## config.mk

```make
export PLATFORM = sky130hd
export DESIGN_NAME = fc3_buffer_double_ctrl_flat
export DESIGN_NICKNAME = d
export VERILOG_FILES = /design/src/rtl/fc3_ctrl_pkg.sv /design/src/rtl/fc3_buffer_double_ctrl_if.sv /design/src/rtl/fc3_ctrl_cnt.sv /design/src/rtl/fc3_buffer_double_ctrl.sv /design/src/flat_wrapper.sv
export SDC_FILE = /design/constraint.sdc
export NUM_CORES = 1
export LEC_CHECK = 0
export CORE_UTILIZATION = 60
export DETAILED_ROUTE_END_ITERATION = 7
export PLACE_DENSITY_LB_ADDON = 0.05
export SLEW_MARGIN = 20
export SYNTH_ARGS = -nofsm -noshare
export SYNTH_HDL_FRONTEND = slang
export SYNTH_HIERARCHICAL = 1
export SYNTH_SLANG_ARGS = --single-unit
```

## constraint.sdc

```tcl
create_clock -name clk -period 5.7 [get_ports clk]
set_input_delay 0.57 -clock clk [delete_from_list [all_inputs] [get_ports clk]]
set_output_delay 0.57 -clock clk [all_outputs]
set_load 0.05 [all_outputs]
```

## src/rtl/fc3_ctrl_pkg.sv

```systemverilog
// Shared types and default widths for the fc3 double-buffer sequencer.
package fc3_ctrl_pkg;

  // Default widths, shared with the fc3 top level.
  localparam int FC3_LEN_WID = 12;
  localparam int FC3_WIN_WID = 8;

  typedef enum logic [2:0] {
    IDLE = 3'd0,
    CLR  = 3'd1,
    ACC  = 3'd2,
    WAIT = 3'd3
  } fc3_ctrl_state_t;

endpackage

```

## src/rtl/fc3_buffer_double_ctrl_if.sv

```systemverilog
// Input-stream / output-bank handshakes plus accumulator bank controls.
// The sequencer is the master; the accumulator datapath and its neighbours form the slave side.
interface fc3_buffer_double_ctrl_if;
  logic in_valid;
  logic in_ready;
  logic out_valid;
  logic out_ready;
  logic acc_sel;
  logic acc_clear;
  logic acc_hold;

  modport master (
    input  in_valid, out_ready,
    output in_ready, out_valid, acc_sel, acc_clear, acc_hold
  );

  modport slave (
    output in_valid, out_ready,
    input  in_ready, out_valid, acc_sel, acc_clear, acc_hold
  );
endinterface

```

## src/rtl/fc3_ctrl_cnt.sv

```systemverilog
// Up-counter with synchronous clear and a compare against a terminal value.
module fc3_ctrl_cnt #(
  parameter int WID = 8
) (
  input  logic           clk,
  input  logic           rst_n,
  input  logic           clr_i,
  input  logic           inc_i,
  input  logic [WID-1:0] term_i,
  output logic [WID-1:0] cnt_o,
  output logic           at_term_o
);

  logic [WID-1:0] cnt_q;

  // Clear wins over increment so a window can end and restart on the same edge.
  always_ff @(posedge clk or negedge rst_n) begin
    if (!rst_n)     cnt_q <= '0;
    else if (clr_i) cnt_q <= '0;
    else if (inc_i) cnt_q <= cnt_q + WID'(1);
  end

  assign cnt_o     = cnt_q;
  assign at_term_o = (cnt_q == term_i);

endmodule

```

## src/rtl/fc3_buffer_double_ctrl.sv

```systemverilog
// Sequencer for the fc3 double-buffered accumulator: one bank accumulates a
// window of cfg_len beats while the other presents the previous window.
module fc3_buffer_double_ctrl
  import fc3_ctrl_pkg::*;
#(
  parameter int LEN_WID = FC3_LEN_WID,
  parameter int WIN_WID = FC3_WIN_WID
) (
  input  logic                  clk,
  input  logic                  rst_n,
  input  logic                  start,
  input  logic [LEN_WID-1:0]    cfg_len,
  input  logic [WIN_WID-1:0]    cfg_win,
  fc3_buffer_double_ctrl_if.master bus,
  output logic                  busy,
  output logic                  done
);

  fc3_ctrl_state_t    state_q;
  logic [LEN_WID-1:0] len_q;
  logic [WIN_WID-1:0] win_q;
  logic               acc_sel_q;
  logic               out_valid_q;
  logic               done_q;
  logic               last_pend_q;   // pending output window is the job's last

  logic [LEN_WID-1:0] beat_cnt;
  logic [WIN_WID-1:0] win_cnt;
  logic               beat_last;
  logic               win_last;

  logic start_ok;
  logic beat_acc;
  logic win_end;
  logic slot_free;
  logic swap;
  logic handshake;

  assign start_ok  = (state_q == IDLE) && start && (cfg_len != '0) && (cfg_win != '0);
  assign beat_acc  = (state_q == ACC) && bus.in_valid;
  assign win_end   = beat_acc && beat_last;
  // The presented bank may be reused only once the consumer has it (or takes it now).
  assign slot_free = !out_valid_q || bus.out_ready;
  assign swap      = (win_end || (state_q == WAIT)) && slot_free;
  assign handshake = out_valid_q && bus.out_ready;

  fc3_ctrl_cnt #(.WID(LEN_WID)) u_beat_cnt (
    .clk       (clk),
    .rst_n     (rst_n),
    .clr_i     ((state_q == CLR) || win_end),
    .inc_i     (beat_acc),
    .term_i    (len_q - LEN_WID'(1)),
    .cnt_o     (beat_cnt),
    .at_term_o (beat_last)
  );

  fc3_ctrl_cnt #(.WID(WIN_WID)) u_win_cnt (
    .clk       (clk),
    .rst_n     (rst_n),
    .clr_i     (start_ok),
    .inc_i     (swap),
    .term_i    (win_q - WIN_WID'(1)),
    .cnt_o     (win_cnt),
    .at_term_o (win_last)
  );

  // Job FSM plus bank-select, output-valid and done bookkeeping.
  always_ff @(posedge clk or negedge rst_n) begin
    if (!rst_n) begin
      state_q     <= IDLE;
      len_q       <= '0;
      win_q       <= '0;
      acc_sel_q   <= 1'b0;
      out_valid_q <= 1'b0;
      done_q      <= 1'b0;
      last_pend_q <= 1'b0;
    end else begin
      done_q <= handshake && last_pend_q;

      // A swap in the handshake cycle keeps out_valid high for the new bank.
      if (swap) begin
        acc_sel_q   <= !acc_sel_q;
        out_valid_q <= 1'b1;
        last_pend_q <= win_last;
      end else if (handshake) begin
        out_valid_q <= 1'b0;
        last_pend_q <= 1'b0;
      end

      case (state_q)
        IDLE: begin
          if (start_ok) begin
            len_q   <= cfg_len;
            win_q   <= cfg_win;
            state_q <= CLR;
          end
        end
        CLR:  state_q <= ACC;
        ACC: begin
          if (win_end) begin
            if (slot_free) state_q <= win_last ? IDLE : CLR;
            else           state_q <= WAIT;
          end
        end
        WAIT: begin
          if (slot_free) state_q <= win_last ? IDLE : CLR;
        end
        default: state_q <= IDLE;
      endcase
    end
  end

  // Accumulator hold follows in_valid only while accumulating.
  always_comb begin
    bus.acc_hold = 1'b1;
    case (state_q)
      CLR:     bus.acc_hold = 1'b0;
      ACC:     bus.acc_hold = !bus.in_valid;
      default: bus.acc_hold = 1'b1;
    endcase
  end

  assign bus.in_ready  = (state_q == ACC);
  assign bus.acc_clear = (state_q == CLR);
  assign bus.acc_sel   = acc_sel_q;
  assign bus.out_valid = out_valid_q;
  assign busy          = (state_q != IDLE) || out_valid_q;
  assign done          = done_q;

endmodule

```

## src/flat_wrapper.sv

```systemverilog
// flat-port wrapper written by rule: the top's interface ports become plain ports
module fc3_buffer_double_ctrl_flat import fc3_ctrl_pkg::*;
#(
  parameter int LEN_WID = FC3_LEN_WID,
  parameter int WIN_WID = FC3_WIN_WID
)
  (clk, rst_n, start, cfg_len, cfg_win, busy, done, bus_in_valid, bus_out_ready, bus_in_ready, bus_out_valid, bus_acc_sel, bus_acc_clear, bus_acc_hold);
  fc3_buffer_double_ctrl_if bus_i ();
  input  logic clk;
  input  logic rst_n;
  input  logic start;
  input  logic [LEN_WID-1:0] cfg_len;
  input  logic [WIN_WID-1:0] cfg_win;
  output logic busy;
  output logic done;
  input wire logic [$bits(bus_i.in_valid)-1:0] bus_in_valid;
  input wire logic [$bits(bus_i.out_ready)-1:0] bus_out_ready;
  output wire logic [$bits(bus_i.in_ready)-1:0] bus_in_ready;
  output wire logic [$bits(bus_i.out_valid)-1:0] bus_out_valid;
  output wire logic [$bits(bus_i.acc_sel)-1:0] bus_acc_sel;
  output wire logic [$bits(bus_i.acc_clear)-1:0] bus_acc_clear;
  output wire logic [$bits(bus_i.acc_hold)-1:0] bus_acc_hold;
  assign bus_i.in_valid = bus_in_valid;
  assign bus_i.out_ready = bus_out_ready;
  assign bus_in_ready = bus_i.in_ready;
  assign bus_out_valid = bus_i.out_valid;
  assign bus_acc_sel = bus_i.acc_sel;
  assign bus_acc_clear = bus_i.acc_clear;
  assign bus_acc_hold = bus_i.acc_hold;
  fc3_buffer_double_ctrl #(.LEN_WID(LEN_WID), .WIN_WID(WIN_WID)) u_core (.clk(clk), .rst_n(rst_n), .start(start), .cfg_len(cfg_len), .cfg_win(cfg_win), .bus(bus_i), .busy(busy), .done(done));
endmodule
```

Yosys cells after proc, flatten, opt, wreduce, memory -nomap -nowiden:

Cells that the tools add are included.

* word-level logic and storage cells: 59
* input bits: 25
* output and inout bits: 7
* flip-flop bits (word level): 47

* reductions and logical operators: 24
* equality and inequality tests: 8
* mux-type cells: 14
* add/sub/neg operators: 4

Operator list (count)
* 2-to-1 mux 12 bit: 2
* 2-to-1 mux 8 bit: 2
* adder 12 x 1 -> 12 bit, second input constant: 1
* == test 12 bit: 1
* 2-to-1 mux 3 bit: 4
* one-hot mux 3 bit (4 select lines): 1
* nonzero test 12 bit: 1
* subtractor 12 x 1 -> 12 bit, second input constant: 1
* adder 8 x 1 -> 8 bit, second input constant: 1
* == test 8 bit: 1
* logical AND 1 bit: 8
* nonzero test 8 bit: 1
* subtractor 8 x 1 -> 8 bit, second input constant: 1
* == test 3 x 2 -> 1 bit, second input constant: 2
* != test 2 x 1 -> 1 bit, second input constant: 3
* nonzero test 2 bit: 3
* logical OR 1 bit: 4
* 2-to-1 mux 1 bit: 4
* == test 3 x 1 -> 1 bit, second input constant: 1
* logical NOT 1 bit: 3
* logical NOT 3 bit: 1
* AND reduction 3 bit: 1
* nonzero test 3 bit: 1
* one-hot mux 1 bit (2 select lines): 1
* AND reduction 2 bit: 1

Longest topological paths before layout:

* depth after elaboration: 7
* depth in mapped cells: 16
* mapped depth without buffers: 15

Hierarchy:

The synthesis kept the hierarchy.

By module, submodules not included
* fc3_buffer_double_ctrl: seq. area each 650.6 um2, area each 1380.1 um2, cells each 126, instances 1
* fc3_ctrl_cnt at u_core.u_beat_cnt: seq. area each 300.3 um2, area each 721.9 um2, cells each 74, instances 1
* fc3_ctrl_cnt at u_core.u_win_cnt: seq. area each 200.2 um2, area each 476.7 um2, cells each 49, instances 1

Worst setup path after synthesis:

Ideal clock, no wire load.

* path kind: register -> register
* start point: reg u_core.len_q[0]
* end point: reg u_core.u_win_cnt.cnt_q[5], in the netlist u_core/u_win_cnt/cnt_o[5]
* stages on the path, launching flop included: 15
* library setup time: 77 ps
* clock period less this slack: 3152 ps
* required time: 5623 ps
* slack: 2548 ps
* arrival time: 3075 ps
* cells stage by stage: dfrtp_1 > or4_4 > nand2b_4 > nor3_2 > xor2_1 > xnor2_1 > nand4_1 > nor3_1 > a21oi_1 > nand2b_1 > nor2_1 > buf_4 > nand4_1 > or3_1 > a21oi_1

* longest elaborated chain between the ends: 6

RTL lines
* from (decl): line fc3_buffer_double_ctrl.sv:20 `logic [LEN_WID-1:0] len_q;`
* from (signal assigned): line fc3_buffer_double_ctrl.sv:93 `len_q <= cfg_len;`
* subtractor 12 x 1 -> 12 bit: line fc3_buffer_double_ctrl.sv:52 `.term_i (len_q - LEN_WID'(1)),`
* == test 12 bit: line fc3_ctrl_cnt.sv:24 `assign at_term_o = (cnt_q == term_i);`
* named net u_core.beat_last: line fc3_buffer_double_ctrl.sv:29 `logic beat_last;`
* logical AND 1 bit: line fc3_buffer_double_ctrl.sv:41 `assign win_end = beat_acc && beat_last;`
* logical OR 1 bit: line fc3_buffer_double_ctrl.sv:44 `assign swap = (win_end || (state_q == WAIT)) && slot_free;`
* logical AND 1 bit: line fc3_buffer_double_ctrl.sv:44
* named net u_core.swap: line fc3_buffer_double_ctrl.sv:36 `logic swap;`
* nonzero test 2 bit (no source line)
* to (signal assigned): line fc3_ctrl_cnt.sv:20 `else if (inc_i) cnt_q <= cnt_q + WID'(1);`
* to (decl): line fc3_ctrl_cnt.sv:14 `logic [WID-1:0] cnt_q;`

The timed path passes the listed nets, and every way through them passes these cells.
A chain may end at the register's enable or synchronous reset.

Final worst setup path:

Same ends and word-level chain as after synthesis.

==> impl_results.md <==
- Remaining max-slew budget at the tightest pin: 0.591
- Worst path required time: slightly below 6 ns
- Number of iterations in the first detailed-routing pass: 4
- Final global-route overflow total: 0
- Total detailed-routing wirelength: ~4700 µm
- Critical path class: reg2reg
- Slew Limit Fails: 0
- Routed length per placed instance: between 10 and 15 µm
- Count of cell types in the netlist: 37
- Static leakage: 1.28 nW
- Count of non-filler cells in the finished layout: 332
- Resize count post-CTS: 0
- Number of rows created at floorplan: 23
- Pin count of the biggest net entering global routing: 47
- Vias in the first global route: ~1800
- Root buf cell: clkbuf_8
- Clock insertion delay at the later pin of the skew report: approximately 0.31 ns
- Unrepaired setup endpoints after global routing: false
- Power Density: approximately 460 nW/µm²
- Peak fanout along the critical path: 8
- Worst supply voltage drop on vdd: around 0.31 mV
- Part of the cycle the worst path needs: 0.660
- GRT Overall Usage: 0.243
- Clock Skews: 0.0145 ns
- Number of DRC violations after detailed-routing iteration 0: 86
- DRC Markers: 0
- Post-synthesis sequential area ratio: 0.446
- Routed via count: 1841
- PnR Total Power: 1.40 mW
- Number of setup violations in the final report: 0
- H-tree lvl count: 2
- Layout cells sized above 1: 0.0674
- Yosys warning count: 6
- Starting utilization of the core area: 0.636
- Fill cell instance count of the final layout: just over 300
- Clock tree from TritonCTS: yes
- Layout Nets: 310
- Arrival time of data at the critical path endpoint: between 3 and 4 ns
- Clock slew at the register clock pins of the worst setup and hold paths: roughly 0.090 ns
- Final Hold Vio Count: 0
- Die area: around 4600 µm²
- Synth Net Count: about 280
- Die boundary height: slightly below 70 µm
- Wl on met1: approximately 2400 µm
- Die width: around 68 µm
- Number of buffers added by the clock tree synthesis step: 5
- Class of the worst hold path: in2async
- Final HPWL DP: about 3600 µm
- Maximum frequency from static timing analysis: 266 MHz
- Max-capacitance violation count: 0
- Post-CTS setup buffers: 0
- Total negative setup slack: 0 ns
- Antenna violations before repair: 0
- Min Tclk post-route: 3.76 ns
- Routed wl met3: around 230 µm
- Antenna violation net count after detailed routing: 0
- Highest metal used: met4
- Detailed-route vias per instance: 5.55
- Num Clock Sinks: 46
- Number of input and output port buffers inserted: 31
- First-pass GRT wire length: between 8000 and 9000 µm
- Total inserted antenna cells: 0
- Number of cells in the design after placement: about 320
- Status: finished clean
- Global placement routability congestion: slightly above 0.8
- Worst Tran Pin Value: just over 0.6 ns
- Post-synthesis to final-layout area growth: 17.3%
- Core region area: 4060 µm²
- Total standard cell area after synthesis: around 2600 µm²
- Sum of met2 wire segment lengths after detailed routing: around 2000 µm
- Nature of the critical path endpoint: register
- Post-synthesis cell count: about 250
- Util after Layout: 0.746
- Synth Register Bits: 46
- Mean instance size in the synthesized netlist: a little over 10 µm²
- Number of ports placed on the die boundary: 32
- Maximum clock path buffer count: 2
- Hold buffers post-CTS: 0
- Kind of start point of the critical path: register
power by group:
part | internal, mW | leakage (nW) | switching [mW]
clock | 0.131 | 0.0585 | 0.113
combinational | 0.284 | 0.636 | 0.316
sequential | 0.427 | 0.589 | 0.126
per-layer routing:
layer,up-vias,global-route usage
met3,6,0.0693
li1,924,-
met1,856,0.346
met2,55,0.351
met4,0,0.0798
met5,-,0
cells by family after synthesis:
logic type,after synthesis,synth area share
AO/OA/AOI/OAI,19,0.0471
XOR/XNOR,47,0.160
adder cells (fa/ha/maj),4,0.0194
buffers and inverters,16,0.0301
flip-flops,46,0.446
multiplexers,22,0.0951
AND/OR/NAND/NOR,95,0.202
flip-flops by register name, summed over array words and instances, names as in the netlist:
signal / flops
u_core/len_q: 12
u_core/u_beat_cnt/cnt_o: 12
u_core/bus.acc_sel: 1
u_core/bus.out_valid: 1
u_core/u_win_cnt/cnt_o: 8
u_core/win_q: 8
u_core/last_pend_q: 1
u_core/state_q: 2
u_core/done: 1
placed cells by master, fill, tap and decap left out, types with 2 or more instances in the layout:
cell             count
o21ai_0              6
nand2b_1             3
clkdlybuf4s50_1     30
nand3_1              4
buf_4                2
clkbuf_8             5
o31ai_1              3
xnor2_1             28
or3_1                5
nor3_1               5
ha_1                 4
dfrtp_1             46
nand2_1             18
nor2_1              25
and3_1               2
nor2b_1              4
nor3b_1              2
mux2_1              20
inv_1                8
nor3_2               3
nand4_1             11
a21oi_1              6
xor2_1              19
mux2i_1              2
nor4_1               6
cell type report:
type / count / area, µm² / area share
Multi-Input combinational cell: 187 / 1350 / 0.446
Sequential cell: 46 / 1150 / 0.380
Timing Repair Buffer: 32 / 315 / 0.104
Clock buffer: 5 / 68.8 / 0.0227
Tap cell: 50 / 62.6 / 0.0207
Clock inverter: 3 / 43.8 / 0.0145
Inverter: 9 / 33.8 / 0.0112
synthesized netlist by cell type, drive strengths merged:
| cell type | n | area, µm² |
|---|---|---|
| a21o | 1 | 7.51 |
| dfrtp | 46 | 1150 |
| nand2 | 18 | 67.6 |
| nor3b | 2 | 15.0 |
| nor2b | 4 | 25.0 |
| or3 | 6 | 38.8 |
| xnor2 | 28 | 245 |
| a21oi | 6 | 30.0 |
| clkbuf | 3 | 13.8 |
| nand2b | 4 | 32.5 |
| nor3 | 8 | 55.1 |
| nor2 | 25 | 93.8 |
| and4 | 1 | 8.76 |
| a22o | 1 | 8.76 |
| o21ai | 6 | 30.0 |
| and2 | 1 | 6.26 |
| o2111ai | 1 | 15.0 |
| mux2i | 2 | 20.0 |
| and3 | 2 | 12.5 |
| inv | 9 | 33.8 |
| buf | 4 | 30.0 |
| mux2 | 20 | 225 |
| nand3 | 4 | 20.0 |
| or4 | 2 | 18.8 |
| o211ai | 1 | 7.51 |
| o31ai | 3 | 22.5 |
| nor4 | 6 | 37.5 |
| ha | 4 | 50.1 |
| xor2 | 19 | 166 |
| nand4 | 12 | 90.1 |
through the flow:
step	setup WS (ns)	area (µm²)	hold WS (ns)
6_report	1.94	3030	0.256
5_1_grt	1.55	3030	0.301
4_1_cts	1.93	3020	0.462
3_3_place_gp	2.16	2910	0.470
2_1_floorplan	2.55	2580	0.274
3_5_place_dp	1.95	2910	0.471
critical path, cell delays in order, from the launching register on:
cell,delay [ns]
dfrtp_1,0.41
inv_1,0.10
ha_1,0.18
nor3b_1,0.38
nand2_1,0.15
nor2_1,0.13
xor2_1,0.18
xnor2_1,0.14
nand4_1,0.13
nor3_1,0.30
a21oi_1,0.15
nand2b_1,0.18
nor2_1,0.50
nand4_1,0.24
or3_1,0.38
a21oi_1,0.14
final timing paths:
path / from / end / slack [ns] / cells after the start
setup / recovery: u_core/len_q[0] / u_core/u_win_cnt/cnt_o[5] / 1.94 / 15
hold / removal: rst_n / u_core/u_win_cnt/cnt_o[1] / 0.26 / 1
setup reg to reg: u_core/len_q[0] / u_core/u_win_cnt/cnt_o[5] / 1.94 / 15
hold reg to reg: u_core/bus.acc_sel / u_core/bus.acc_sel / 0.48 / 1
max in group asynchronous: rst_n / u_core/u_beat_cnt/cnt_o[10] / 5.05 / 1
min in group clk: u_core/bus.acc_sel / u_core/bus.acc_sel / 0.48 / 1
Power figures use the tool's default switching activity.
